===== src/rtl/mux_select_sequencer.sv =====
// Round-robin select sequencer for a 4-to-1 mux: dwells on each enabled channel,
// samples the fed-back mux output into a frame register, and pulses frame_valid.
//
// state | meaning
// IDLE  | waiting for start; select, frame hold their last values
// HOLD  | dwelling on channel `select`; sample m_in on the last dwell cycle
// DONE  | frame_valid pulse cycle; returns to IDLE unconditionally
module mux_select_sequencer #(
  parameter int DWELL = 4
) (
  input  logic       clock,
  input  logic       reset,
  input  logic       start,
  input  logic [3:0] enable_mask,
  input  logic       m_in,
  output logic [1:0] select,
  output logic       busy,
  output logic [3:0] frame,
  output logic       frame_valid
);

  typedef enum logic [1:0] {IDLE, HOLD, DONE} state_t;

  localparam logic [7:0] CNT_LAST = 8'(DWELL - 1);

  state_t     state;
  logic [7:0] cnt;
  logic [3:0] mask_q;
  logic [1:0] first_sel;
  logic [1:0] next_sel;
  logic       next_found;

  // Lowest enabled channel of the incoming mask, and the next higher enabled
  // channel above the current one in the latched mask (no wrap-around).
  always_comb begin
    first_sel  = 2'd0;
    next_sel   = select;
    next_found = 1'b0;
    for (int i = 3; i >= 0; i--) begin
      if (enable_mask[i]) first_sel = 2'(i);
      if (mask_q[i] && (i > int'(select))) begin
        next_sel   = 2'(i);
        next_found = 1'b1;
      end
    end
  end

  always_ff @(posedge clock) begin
    if (reset) begin
      state       <= IDLE;
      select      <= 2'b00;
      busy        <= 1'b0;
      frame       <= 4'b0000;
      frame_valid <= 1'b0;
      cnt         <= 8'd0;
      mask_q      <= 4'b0000;
    end else begin
      frame_valid <= 1'b0;
      case (state)
        IDLE: begin
          if (start) begin
            mask_q <= enable_mask;
            frame  <= 4'b0000;
            busy   <= 1'b1;
            if (|enable_mask) begin
              select <= first_sel;
              cnt    <= 8'd0;
              state  <= HOLD;
            end else begin
              frame_valid <= 1'b1;
              state       <= DONE;
            end
          end
        end
        HOLD: begin
          if (cnt == CNT_LAST) begin
            frame[select] <= m_in;
            cnt           <= 8'd0;
            if (next_found) begin
              select <= next_sel;
            end else begin
              frame_valid <= 1'b1;
              state       <= DONE;
            end
          end else begin
            cnt <= cnt + 8'd1;
          end
        end
        DONE: begin
          busy  <= 1'b0;
          state <= IDLE;
        end
        default: state <= IDLE;
      endcase
    end
  end

endmodule

===== config.mk =====
export PLATFORM = sky130hd
export DESIGN_NAME = mux_select_sequencer
export DESIGN_NICKNAME = d
export VERILOG_FILES = /design/src/rtl/mux_select_sequencer.sv
export SDC_FILE = /design/constraint.sdc
export NUM_CORES = 1
export LEC_CHECK = 0
export ABC_AREA = 1
export CAP_MARGIN = 30
export CORE_AREA = 10 10 56 58
export CTS_CLUSTER_SIZE = 25
export DETAILED_ROUTE_END_ITERATION = 12
export DIE_AREA = 0 0 66 68
export GPL_ROUTABILITY_DRIVEN = 0
export PLACE_DENSITY_LB_ADDON = 0.15
export SETUP_SLACK_MARGIN = 0.15
export SLEW_MARGIN = 20
export SYNTH_ARGS = -nofsm -noshare
export SYNTH_HDL_FRONTEND = slang
export SYNTH_SLANG_ARGS = --single-unit

===== constraint.sdc =====
create_clock -name clock -period 2.4 [get_ports clock]
set_clock_uncertainty 0.1 [all_clocks]
set_input_delay 0.48 -clock clock [delete_from_list [all_inputs] [get_ports clock]]
set_output_delay 0.48 -clock clock [all_outputs]
set_load 0.05 [all_outputs]

==> flow_summary.html, run 1 <==
<table>
<tr><th>Metric</th><th>Value</th></tr>
<tr><th colspan="2">Clock tree</th></tr>
<tr><td>Buffer cell driving the clock tree root</td><td>sky130_fd_sc_hd__clkbuf_4</td></tr>
<tr><td>Clock sink total</td><td>21</td></tr>
<tr><td>TritonCTS Buffers</td><td>3</td></tr>
<tr><td>Buffer depth of the longest clock path</td><td>2</td></tr>
<tr><td>H-tree depth</td><td>1</td></tr>
<tr><td>TritonCTS clock tree</td><td>yes</td></tr>
<tr><td>Post-CTS setup buffer count</td><td>0</td></tr>
<tr><td>Skew-Pair Late Insertion Delay</td><td>between 300 and 400 ps</td></tr>
<tr><td>Number of buffers inserted by hold repair at cts</td><td>0</td></tr>
<tr><td>Resized Gates After CTS</td><td>0</td></tr>
<tr><td>Clock input transition at the sequential cells of the worst setup and hold paths</td><td>120 ps</td></tr>
<tr><th colspan="2">Detailed routing</th></tr>
<tr><td>Total wirelength of the detailed-routed design</td><td>2.35 mm</td></tr>
<tr><td>Per-cell via count in the routed design</td><td>4.88</td></tr>
<tr><td>Routed len/inst</td><td>10.6 um</td></tr>
<tr><td>Vias</td><td>roughly 1100</td></tr>
<tr><td>Drt pass-1 iters</td><td>4</td></tr>
<tr><td>Detailed Route Iter0 Violations</td><td>between 50 and 60</td></tr>
<tr><td>DRC violations left</td><td>0</td></tr>
<tr><td>DRT antenna net count</td><td>0</td></tr>
<tr><th colspan="2">Worst setup path</th></tr>
<tr><td>FF-to-FF setup slack</td><td>~860 ps</td></tr>
<tr><td>Reg-to-reg critical path endpoint</td><td>state[0]</td></tr>
<tr><td>Slowest CP cell</td><td>sky130_fd_sc_hd__clkdlybuf4s50_1</td></tr>
<tr><td>Maximum fanout encountered on the critical timing path</td><td>6</td></tr>
<tr><td>Number of cells on the worst reg-to-reg path</td><td>8</td></tr>
<tr><td>CP max stage delay</td><td>~840 ps</td></tr>
<tr><td>Cell family with the largest share of critical-path delay</td><td>buffers and inverters</td></tr>
<tr><td>Worst setup EP type</td><td>primary output</td></tr>
<tr><td>Source of the worst register-to-register timing path</td><td>cnt[0]</td></tr>
<tr><td>Startpoint-to-endpoint class of the critical path</td><td>flop to primary output</td></tr>
<tr><td>Startpoint Class</td><td>flop</td></tr>
<tr><td>Buf+Inv Stages, Crit Path</td><td>1</td></tr>
<tr><td>Crit path DAT</td><td>about 1600 ps</td></tr>
<tr><td>Endpoint required time on the critical path</td><td>about 1800 ps</td></tr>
<tr><td>Chain of cells forming the critical path</td><td>clkdlybuf4s50_1</td></tr>
<tr><th colspan="2">Place</th></tr>
<tr><td>Total placed cells including tap cells</td><td>roughly 220</td></tr>
<tr><td>DP HPWL</td><td>roughly 1.9 mm</td></tr>
<tr><td>Number of buffers added on ports</td><td>15</td></tr>
<tr><th colspan="2">Global route</th></tr>
<tr><td>Number of antenna violations at the first check in global routing</td><td>0</td></tr>
<tr><td>Global-route wire length before repair</td><td>4.13 mm</td></tr>
<tr><td>Pin count of the biggest net entering global routing</td><td>13</td></tr>
<tr><td>Overall track demand over capacity in global routing</td><td>0.114</td></tr>
<tr><td>Remaining Overflow, GRT</td><td>0</td></tr>
<tr><td>Number of global-route vias before repair</td><td>1023</td></tr>
<tr><th colspan="2">Power and ir drop</th></tr>
<tr><td>Leakage Power</td><td>~0.6 nW</td></tr>
<tr><td>Total power density per cell area</td><td>620 nW/um2</td></tr>
<tr><td>Maximum VDD drop</td><td>about 360 uV</td></tr>
<tr><th colspan="2">Synth</th></tr>
<tr><td>Post-synthesis instance area</td><td>1100 um2</td></tr>
<tr><td>Distinct cells, synth</td><td>18</td></tr>
<tr><td>Synthesized instance count</td><td>around 180</td></tr>
<tr><td>Leading cell types by total area after synthesis</td><td>sky130_fd_sc_hd__dfxtp_1 (38%), sky130_fd_sc_hd__nand2_1 (15%), sky130_fd_sc_hd__nor2_1 (9.5%)</td></tr>
<tr><td>Total nets after synthesis</td><td>around 180</td></tr>
<tr><td>Yosys top cell area share</td><td>0.381</td></tr>
<tr><td>Yosys warnings</td><td>0</td></tr>
<tr><td>Cell taking the most area after synthesis</td><td>sky130_fd_sc_hd__dfxtp_1</td></tr>
<tr><td>Sequential element share of the synthesized area</td><td>0.381</td></tr>
<tr><td>Count of state elements after synthesis</td><td>21</td></tr>
<tr><td>Synthesized area per cell</td><td>6.31 um2</td></tr>
<tr><th colspan="2">Job</th></tr>
<tr><td>Max-cap check violation count</td><td>0</td></tr>
<tr><th colspan="2">Cells and area</th></tr>
<tr><td>Area growth, synth to finish</td><td>18.9%</td></tr>
<tr><td>Number of nets in the layout</td><td>roughly 200</td></tr>
<tr><td>Share of final-layout standard cells stronger than drive strength 1</td><td>0.0619</td></tr>
<tr><td>Antenna diode count</td><td>0</td></tr>
<tr><td>Final cell count without fillers</td><td>222</td></tr>
<tr><td>Most common library cell in the layout ignoring fill and taps</td><td>sky130_fd_sc_hd__nand2_1</td></tr>
<tr><td>Commonest cells after routing, fill and taps aside</td><td>sky130_fd_sc_hd__nand2_1 (43), sky130_fd_sc_hd__nor2_1 (28), sky130_fd_sc_hd__inv_1 (26)</td></tr>
<tr><td>Fill count</td><td>204</td></tr>
<tr><th colspan="2">Floorplanning</th></tr>
<tr><td>I/O pin total</td><td>16</td></tr>
<tr><td>Die area</td><td>between 4000 and 5000 um2</td></tr>
<tr><td>Count of standard-cell rows</td><td>17</td></tr>
<tr><td>Placeable core area</td><td>between 2000 and 2500 um2</td></tr>
<tr><td>Die span in x</td><td>roughly 66 um</td></tr>
<tr><td>Initial core utilization</td><td>0.525</td></tr>
<tr><td>Die Y-Extent</td><td>roughly 70 um</td></tr>
<tr><th colspan="2">Timing</th></tr>
<tr><td>Final hold violations</td><td>0</td></tr>
<tr><td>Final setup violation count</td><td>0</td></tr>
<tr><td>Worst slew margin relative to its limit</td><td>0.657</td></tr>
<tr><td>Portion of the clock cycle consumed by the worst path in the final layout</td><td>0.905</td></tr>
<tr><td>Final critical path time including I/O delays and setup</td><td>between 2000 and 2500 ps</td></tr>
<tr><td>Max frequency</td><td>0.461 GHz</td></tr>
<tr><td>Actual slew at the worst max-slew pin</td><td>513 ps</td></tr>
<tr><td>Final Hold Slack</td><td>~370 ps</td></tr>
<tr><td>Unrepaired setup endpoints after global routing</td><td>false</td></tr>
<tr><td>Setup Total Neg Slack</td><td>0 ps</td></tr>
<tr><td>Number of pins with negative max-slew slack in the final report</td><td>0</td></tr>
<tr><th colspan="2">Status</th></tr>
<tr><td>Outcome</td><td>finished clean</td></tr>
<tr><th colspan="2">Hold path</th></tr>
<tr><td>HP Start</td><td>frame[3]</td></tr>
<tr><td>Worst min-delay path endpoint</td><td>frame[3]</td></tr>
<tr><td>Worst hold path stage count</td><td>2</td></tr>
<tr><td>Worst min-delay path category</td><td>flop to flop</td></tr>
</table>
[flip-flops by register name, summed over array words and instances, names as in the netlist]
register     count
busy             1
cnt              8
frame            4
frame_valid      1
mask_q           3
select           2
state            2
[per-stage QoR]
| stage | worst slack [ps] | instance area [um2] | power (mW) | util |
|---|---|---|---|---|
| finish | 229 | 1310 | 0.814 | 0.624 |
| global route | 174 | 1310 | 0.868 | 0.624 |
| CTS | 225 | 1310 | 0.820 | 0.624 |
| detailed placement | 311 | 1290 | 0.650 | 0.611 |
| global placement | 390 | 1290 | 0.647 | 0.611 |
| floorplan | 820 | 1100 | 0.584 | - |
[cells by family (layout without fill, tap and decap cells)]
kind of cell	Yosys count	after routing	synth area share
buffers and inverters	28	47	0.102
DFF	21	21	0.381
AOI/OAI and AO/OA	28	28	0.133
adders and majority gates	1	1	0.0113
and+or+nand+nor	97	97	0.374
[final cells by class]
cell class / instances / area, um2 / share of cell area
flip-flops and latches: 21 / 420 / 0.320
well taps: 28 / 35.0 / 0.0267
clock inverters: 1 / 5.00 / 0.00381
multi-input cells: 126 / 572 / 0.435
repair buffers: 16 / 158 / 0.120
clock buffers: 3 / 22.5 / 0.0171
inverters: 27 / 101 / 0.0771
[how the worst max path moves through the flow]
stage	from	endpoint	cells past startpoint	slack [ps]
after floorplan	select[0]	state[0]	7	820
after detailed placement	enable_mask[1]	cnt[4]	8	310
after CTS	select[0]	select[0]	1	220
after global placement	enable_mask[1]	cnt[2]	8	390
after global routing	select[0]	select[0]	1	170
final	select[0]	select[0]	1	230
[worst reg2reg max path, cell delays in order, from the launching register on]
cell and delay [ps]:
sky130_fd_sc_hd__dfxtp_1 380, sky130_fd_sc_hd__ha_1 210, sky130_fd_sc_hd__inv_1 70, sky130_fd_sc_hd__nor2_1 130, sky130_fd_sc_hd__nand2_1 110, sky130_fd_sc_hd__nand2_1 130, sky130_fd_sc_hd__nand2_1 100, sky130_fd_sc_hd__o21ai_0 160
sky130_fd_sc_hd__inv_1 50
[cells in the mapped netlist]
library cell / count
sky130_fd_sc_hd__ha_1: 1
sky130_fd_sc_hd__nand2_1: 43
sky130_fd_sc_hd__nand2_2: 3
sky130_fd_sc_hd__nor3_1: 4
sky130_fd_sc_hd__a21oi_2: 1
sky130_fd_sc_hd__nor2_1: 28
sky130_fd_sc_hd__o21ai_0: 14
sky130_fd_sc_hd__inv_1: 26
sky130_fd_sc_hd__nand4_1: 2
sky130_fd_sc_hd__buf_6: 1
sky130_fd_sc_hd__o21bai_1: 1
sky130_fd_sc_hd__nor2_4: 1
sky130_fd_sc_hd__inv_2: 1
sky130_fd_sc_hd__nand3_1: 14
sky130_fd_sc_hd__nor2_2: 1
sky130_fd_sc_hd__nand3b_1: 1
sky130_fd_sc_hd__a21oi_1: 12
sky130_fd_sc_hd__dfxtp_1: 21
[where the power goes]
part	internal [mW]	leakage, nW	switching [mW]	total [mW]
Sequential	0.375	0.171	0.0225	0.397
Clock	0.0624	0.0177	0.111	0.173
Combinational	0.0803	0.413	0.163	0.244
Total	0.517	0.602	0.297	0.814
[metal layers]
layer | GRT usage | share of wire | up-vias
li1 | - | - | 594
met1 | 0.127 | 0.46 | 470
met2 | 0.205 | 0.49 | 14
met3 | 0.0196 | 0.027 | 5
met4 | 0.0550 | 0.018 | 0
met5 | 0 | 0 | -
No activity file was read; power rests on OpenSTA's default activity.
==> inputs of run 2 (changes only) <==
--- a/config.mk
+++ b/config.mk
@@ -6,7 +6,6 @@
 export NUM_CORES = 1
 export LEC_CHECK = 0
 export ABC_AREA = 1
-export CAP_MARGIN = 30
 export CORE_AREA = 10 10 56 58
 export CTS_CLUSTER_SIZE = 25
 export DETAILED_ROUTE_END_ITERATION = 12
@@ -14,7 +13,6 @@
 export GPL_ROUTABILITY_DRIVEN = 0
 export PLACE_DENSITY_LB_ADDON = 0.15
 export SETUP_SLACK_MARGIN = 0.15
-export SLEW_MARGIN = 20
 export SYNTH_ARGS = -nofsm -noshare
 export SYNTH_HDL_FRONTEND = slang
 export SYNTH_SLANG_ARGS = --single-unit
==> results of run 2 <==
The final DEF is identical to that of run 1; final timing and power are the same.
